File: src/rtl/sstim_gen.sv
// Pseudo-random signed stimulus source: Galois LFSR operand stream with data-valid,
// a delayed expect-valid for the monitor, a sample counter and a sticky done flag.
//
// state   | meaning
// --------+----------------------------------------------------------
// S_IDLE  | out of reset, waiting for the first en
// S_RUN   | emitting one sample per cycle while en is high
// S_DRAIN | all samples emitted, waiting for the exp_valid pipe to empty
// S_DONE  | finished, done held until reset
module sstim_gen #(
    parameter int          DATAWIDTH   = 32,
    parameter logic [31:0] SEED        = 32'h00000001,
    parameter int          NUM_SAMPLES = 1000,
    parameter int          DELAY       = 1,
    localparam int         CW          = $clog2(NUM_SAMPLES + 1)
) (
    input  logic                        Clk,
    input  logic                        Rst,
    input  logic                        en,
    output logic signed [DATAWIDTH-1:0] data,
    output logic                        data_valid,
    output logic                        exp_valid,
    output logic [CW-1:0]               count,
    output logic                        done
);

    localparam logic [31:0]   MASK     = 32'h80200003;
    localparam logic [31:0]   SEED_EFF = (SEED == 32'h0) ? 32'h00000001 : SEED;
    localparam logic [CW-1:0] LAST     = CW'(NUM_SAMPLES - 1);

    typedef enum logic [1:0] {S_IDLE, S_RUN, S_DRAIN, S_DONE} state_t;

    state_t      state;
    state_t      state_next;
    logic [31:0] lfsr;
    logic [3:0]  drain_cnt;
    logic        emit;
    logic        last_emit;
    logic        drain_tc;

    // state register
    always_ff @(posedge Clk or negedge Rst) begin
        if (!Rst) state <= S_IDLE;
        else      state <= state_next;
    end

    // next-state logic
    always_comb begin
        state_next = state;
        case (state)
            S_IDLE:  if (last_emit) state_next = S_DRAIN;
                     else if (emit) state_next = S_RUN;
            S_RUN:   if (last_emit) state_next = S_DRAIN;
            S_DRAIN: if (drain_tc)  state_next = S_DONE;
            S_DONE:  state_next = S_DONE;
            default: state_next = S_IDLE;
        endcase
    end

    // output decode
    always_comb begin
        emit      = 1'b0;
        done      = 1'b0;
        last_emit = 1'b0;
        drain_tc  = (drain_cnt == 4'd0);
        case (state)
            S_IDLE, S_RUN: begin
                emit      = en;
                last_emit = en && (count == LAST);
            end
            S_DONE:  done = 1'b1;
            default: ;
        endcase
    end

    // sample datapath; drain timer counts DELAY cycles after the last emit
    always_ff @(posedge Clk or negedge Rst) begin
        if (!Rst) begin
            lfsr       <= SEED_EFF;
            data       <= '0;
            data_valid <= 1'b0;
            count      <= '0;
            drain_cnt  <= 4'd0;
        end else begin
            data_valid <= emit;
            if (emit) begin
                data  <= $signed(lfsr[DATAWIDTH-1:0]);
                lfsr  <= lfsr[0] ? ((lfsr >> 1) ^ MASK) : (lfsr >> 1);
                count <= count + CW'(1);
            end
            if (last_emit)
                drain_cnt <= 4'(DELAY);
            else if (state == S_DRAIN && !drain_tc)
                drain_cnt <= drain_cnt - 4'd1;
        end
    end

    // exp_valid pipe is fed regardless of state so pauses keep their shape
    generate
        if (DELAY == 0) begin : g_nodly
            assign exp_valid = data_valid;
        end else if (DELAY == 1) begin : g_dly1
            logic dly;
            always_ff @(posedge Clk or negedge Rst) begin
                if (!Rst) dly <= 1'b0;
                else      dly <= data_valid;
            end
            assign exp_valid = dly;
        end else begin : g_dlyn
            logic [DELAY-1:0] dly;
            always_ff @(posedge Clk or negedge Rst) begin
                if (!Rst) dly <= '0;
                else      dly <= {dly[DELAY-2:0], data_valid};
            end
            assign exp_valid = dly[DELAY-1];
        end
    endgenerate

endmodule

File: config.mk
export PLATFORM = sky130hd
export DESIGN_NAME = sstim_gen
export DESIGN_NICKNAME = d
export VERILOG_FILES = /design/src/rtl/sstim_gen.sv
export SDC_FILE = /design/constraint.sdc
export NUM_CORES = 1
export LEC_CHECK = 0
export CORE_UTILIZATION = 51
export DETAILED_ROUTE_END_ITERATION = 7
export PLACE_DENSITY = 0.78
export RECOVER_POWER = 50
export SLEW_MARGIN = 20
export SYNTH_ARGS = -nofsm -noshare
export SYNTH_HDL_FRONTEND = slang
export SYNTH_SLANG_ARGS = --single-unit
File: constraint.sdc
create_clock -name Clk -period 1.83 [get_ports Clk]
set_input_delay 0.2745 -clock Clk [delete_from_list [all_inputs] [get_ports Clk]]
set_output_delay 0.2745 -clock Clk [all_outputs]
set_load 0.02 [all_outputs]
==> flow_summary.yaml <==
logic_synthesis:
  number_of_synthesized_flops_with_an_enable_pin: 0
  synth.net_count: 252
  synth.yosys.seq_area_share_pct: 56.5
  synthesis.area_um2: 2350
  asyncSetResetFlopFracSynth_pct: 100
  synth_top_flop_cell: "sky130_fd_sc_hd__dfrtp_1"
  synth_area_leaders: "sky130_fd_sc_hd__dfrtp_1 55%, sky130_fd_sc_hd__nand2_1 17%, sky130_fd_sc_hd__buf_4 9.3%"
  synth_top_cell_area_share_pct: 55.4
  synth.largest_area_cell: "sky130_fd_sc_hd__dfrtp_1"
  post_synth_num_cell_types: 30
  synth.yosys.warnings: 0
  ys_seq_elements: 53
  syn-mean-instance-area_um2: 9.51
  syn-instance-count: 247
cells_and_area:
  fraction_of_layout_cells_with_a_size_suffix_above_1_pct: 5.86
  syn_to_final_growth_pct: 19.1
  final_common_cell: "sky130_fd_sc_hd__nand2_1"
  final_core_util_pct: 63.8
  n_antenna_cell: 0
  register_area_um2: 1330
  nNetsFinal: 277
  multiInputGateArea_um2: 762
  commonest_cells_after_routing_fill_and_taps_aside: "104 x sky130_fd_sc_hd__nand2_1, 51 x sky130_fd_sc_hd__dfrtp_1, 46 x sky130_fd_sc_hd__clkdlybuf4s50_1"
  filler_cell_count: 371
floorplan:
  coreArea_um2: 4380
  start_util_pct: 53.6
  dieArea_um2: 4880
  floorplan.rows: 24
  design.portCount: 48
  fp.dieH_um: 69.9
  dieWidth_um: 69.9
timing:
  timing.final.crit_share_pct: 96.5
  final_hold_viol_count: 0
  skew_ns: 0.00576
  setup_repair_after_global_routing_missed_its_margin: "no"
  post-route-min-period_ns: 1.77
  max_freq_mhz: 566
  final.setup.tns_ns: 0
  count_of_final_setup_violators: 0
  timing.max_slew.rel_slack_pct: 29.9
  final-max-slew-violation-count: 0
  timing_worst_slew_pin_value_ns: 1.05
drt:
  wl_met1_um: 1880
  met3_length_um: 211
  dr.pass1.iters: 4
  avgViaCountPerCell: 4.91
  initialDrtViolationCount: 97
  vias: 1597
  wl_per_cell_um: 12.3
  highest-signal-layer: "met4"
  drc: 0
  drtAntennaViolNets: 0
  wl_um: 3990
  met2WireLength_um: 1850
global_routing:
  globalRouteOverflowTotal: 0
  first_pass_grt_wire_length_um: 6710
  pin_count_of_the_biggest_net_entering_global_routing: 39
  groute.usage.overall_pct: 17.3
  first_global_vias: 1458
  grt_antenna_before_repair: 0
hold_path:
  worst_hold_path_type: "reg2reg"
  timing.hold.worst_endpoint: "exp_valid$_DFF_PN0_"
  worstHoldPathCells: 0
  hold_start: "data_valid$_DFF_PN0_"
critical_path:
  critical-path-top-delay-family: "buffers and inverters"
  worst_setup_path_start_kind: "register"
  timing.rr.end: "drain_cnt[0]$_DFFE_PN0P_"
  list_of_cells_traversed_by_the_critical_path: "clkdlybuf4s50_1"
  timing_worst_setup_path_type: "reg2out"
  r2r_slack_ns: 0.16
  slowest_stage: "sky130_fd_sc_hd__clkdlybuf4s50_1"
  worstSetupEndpointType: "output port"
  worst_r2r_startpoint: "drain_cnt[0]$_DFFE_PN0P_"
  timing.critical_path.buf_inv: 1
  rr_worst_depth: 5
  worst_path_largest_cell_delay_ns: 0.67
  timing.critical_path.required_ns: 1.56
  critical_path_peak_fanout: 7
  arrival_ns: 1.49
place:
  port_buffers: 47
  dp_hpwl_um: 2790
  gp_congestion: 0.795
clocking:
  cts_post_setup_buffers_inserted: 0
  clk_latency_ns: 0.30
  cts_tree: "yes"
  htreeDepth: 2
  clock_sinks: 53
  cts_buffers: 5
  clk_pin_slew_worst_paths_ns: 0.09
  clockBufferDepth: 2
  cts_root_buf: "sky130_fd_sc_hd__clkbuf_8"
pwr:
  total_switching_power_mw: 1.23
  pwr_density_cell_nw_per_um2: 1310
  report.power.total_mw: 3.65
  clockPowerShare_pct: 20.9
  leakage_nw: 1.37
  seq_power_share_pct: 47.4
  internal-power_mw: 2.42
  max_vdd_drop_mv: 0.748
  switching_share_pct: 33.6
  power.share.combinational_pct: 31.7
run:
  maxCapViolCount: 0
status:
  status: "completed"
registers in the layout, summed over array words and instances, names as in the netlist:
register,cells
drain_cnt,4
lfsr,4
count,10
state,2
data_valid,1
exp_valid,1
data,31
worst reg2reg max path, cell delays in order (launching register included):
cell and delay (ns):
sky130_fd_sc_hd__dfrtp_1 0.41, sky130_fd_sc_hd__inv_1 0.07, sky130_fd_sc_hd__ha_1 0.17, sky130_fd_sc_hd__nor3b_1 0.47, sky130_fd_sc_hd__nor3_1 0.09, sky130_fd_sc_hd__or3b_1 0.35
cell usage after synthesis, types with 2 or more instances:
| library cell | number |
|---|---|
| sky130_fd_sc_hd__nor2_1 | 3 |
| sky130_fd_sc_hd__inv_1 | 2 |
| sky130_fd_sc_hd__buf_2 | 3 |
| sky130_fd_sc_hd__xnor2_1 | 9 |
| sky130_fd_sc_hd__nand2_1 | 104 |
| sky130_fd_sc_hd__clkbuf_1 | 3 |
| sky130_fd_sc_hd__a21oi_1 | 2 |
| sky130_fd_sc_hd__nor3_1 | 5 |
| sky130_fd_sc_hd__nand2b_1 | 3 |
| sky130_fd_sc_hd__or3_1 | 2 |
| sky130_fd_sc_hd__o21ai_0 | 5 |
| sky130_fd_sc_hd__nand4_1 | 5 |
| sky130_fd_sc_hd__buf_4 | 29 |
| sky130_fd_sc_hd__xor2_1 | 3 |
| sky130_fd_sc_hd__dfrtp_1 | 52 |
| sky130_fd_sc_hd__nand3b_1 | 2 |
| sky130_fd_sc_hd__ha_1 | 2 |
metrics by stage:
stage | std cells | worst slack, ns | hold WS (ns) | area (um2)
after CTS | 325 | 0.0607 | 0.404 | 2810
after global routing | 325 | 0.0180 | 0.403 | 2800
after global placement | 316 | 0.176 | 0.242 | 2690
after detailed placement | 316 | 0.169 | 0.243 | 2690
after floorplan | 247 | 0.255 | -0.0211 | 2350
final | 325 | 0.0637 | 0.395 | 2800
what timing repair did:
item	CTS	global route
hold buffers	1	0
setup endpoints to repair	0	1
gates resized for setup	0	1
hold endpoints to repair	17	0
power by group through the flow:
stage / sequential [mW] / combinational (mW) / clock [mW]
5_1_grt: 1.78 / 1.25 / 0.824
3_3_place_gp: 1.75 / 1.15 / 0
4_1_cts: 1.73 / 1.18 / 0.786
3_5_place_dp: 1.75 / 1.17 / 0
2_1_floorplan: 1.79 / 0.719 / 0
6_report: 1.73 / 1.16 / 0.762
worst max path at each step:
stage	endpoint	from	cells past startpoint
2_1_floorplan	drain_cnt[0]$_DFFE_PN0P_	count[0]$_DFFE_PN0P_	4
3_3_place_gp	drain_cnt[0]$_DFFE_PN0P_	en	4
3_5_place_dp	state[0]$_DFFE_PN0P_	en	4
4_1_cts	done	state[1]$_DFFE_PN0P_	2
5_1_grt	data[21]$_DFFE_PN0P_	Rst	3
6_report	count[3]	count[3]$_DFFE_PN0P_	1
layout make-up:
cell class | instances | share of cell area, %
Sequential cell | 53 | 47.5
Multi-Input combinational cell | 155 | 27.2
Timing Repair Buffer | 54 | 18.7
Clock buffer | 6 | 2.59
Tap cell | 52 | 2.33
Clock inverter | 2 | 1.25
Inverter | 3 | 0.403
routing by layer:
layer  vias up  track usage (%)
li1        794                -
met1       759             24.5
met2        39             25.3
met3         5             5.63
met4         0             6.00
met5         -                0
logic make-up (layout without fill, tap and decap cells):
group / after synthesis / after routing / synth area share, %
AND/OR/NAND/NOR: 133 / 133 / 25.0
flip-flops: 53 / 53 / 56.5
buffers and inverters: 39 / 65 / 11.0
XOR/XNOR: 12 / 12 / 4.48
AO/OA/AOI/OAI: 7 / 7 / 1.49
adder cells (fa/ha/maj): 2 / 2 / 1.07
multiplexers: 1 / 1 / 0.426
No activity file was read; power rests on OpenSTA's default activity.
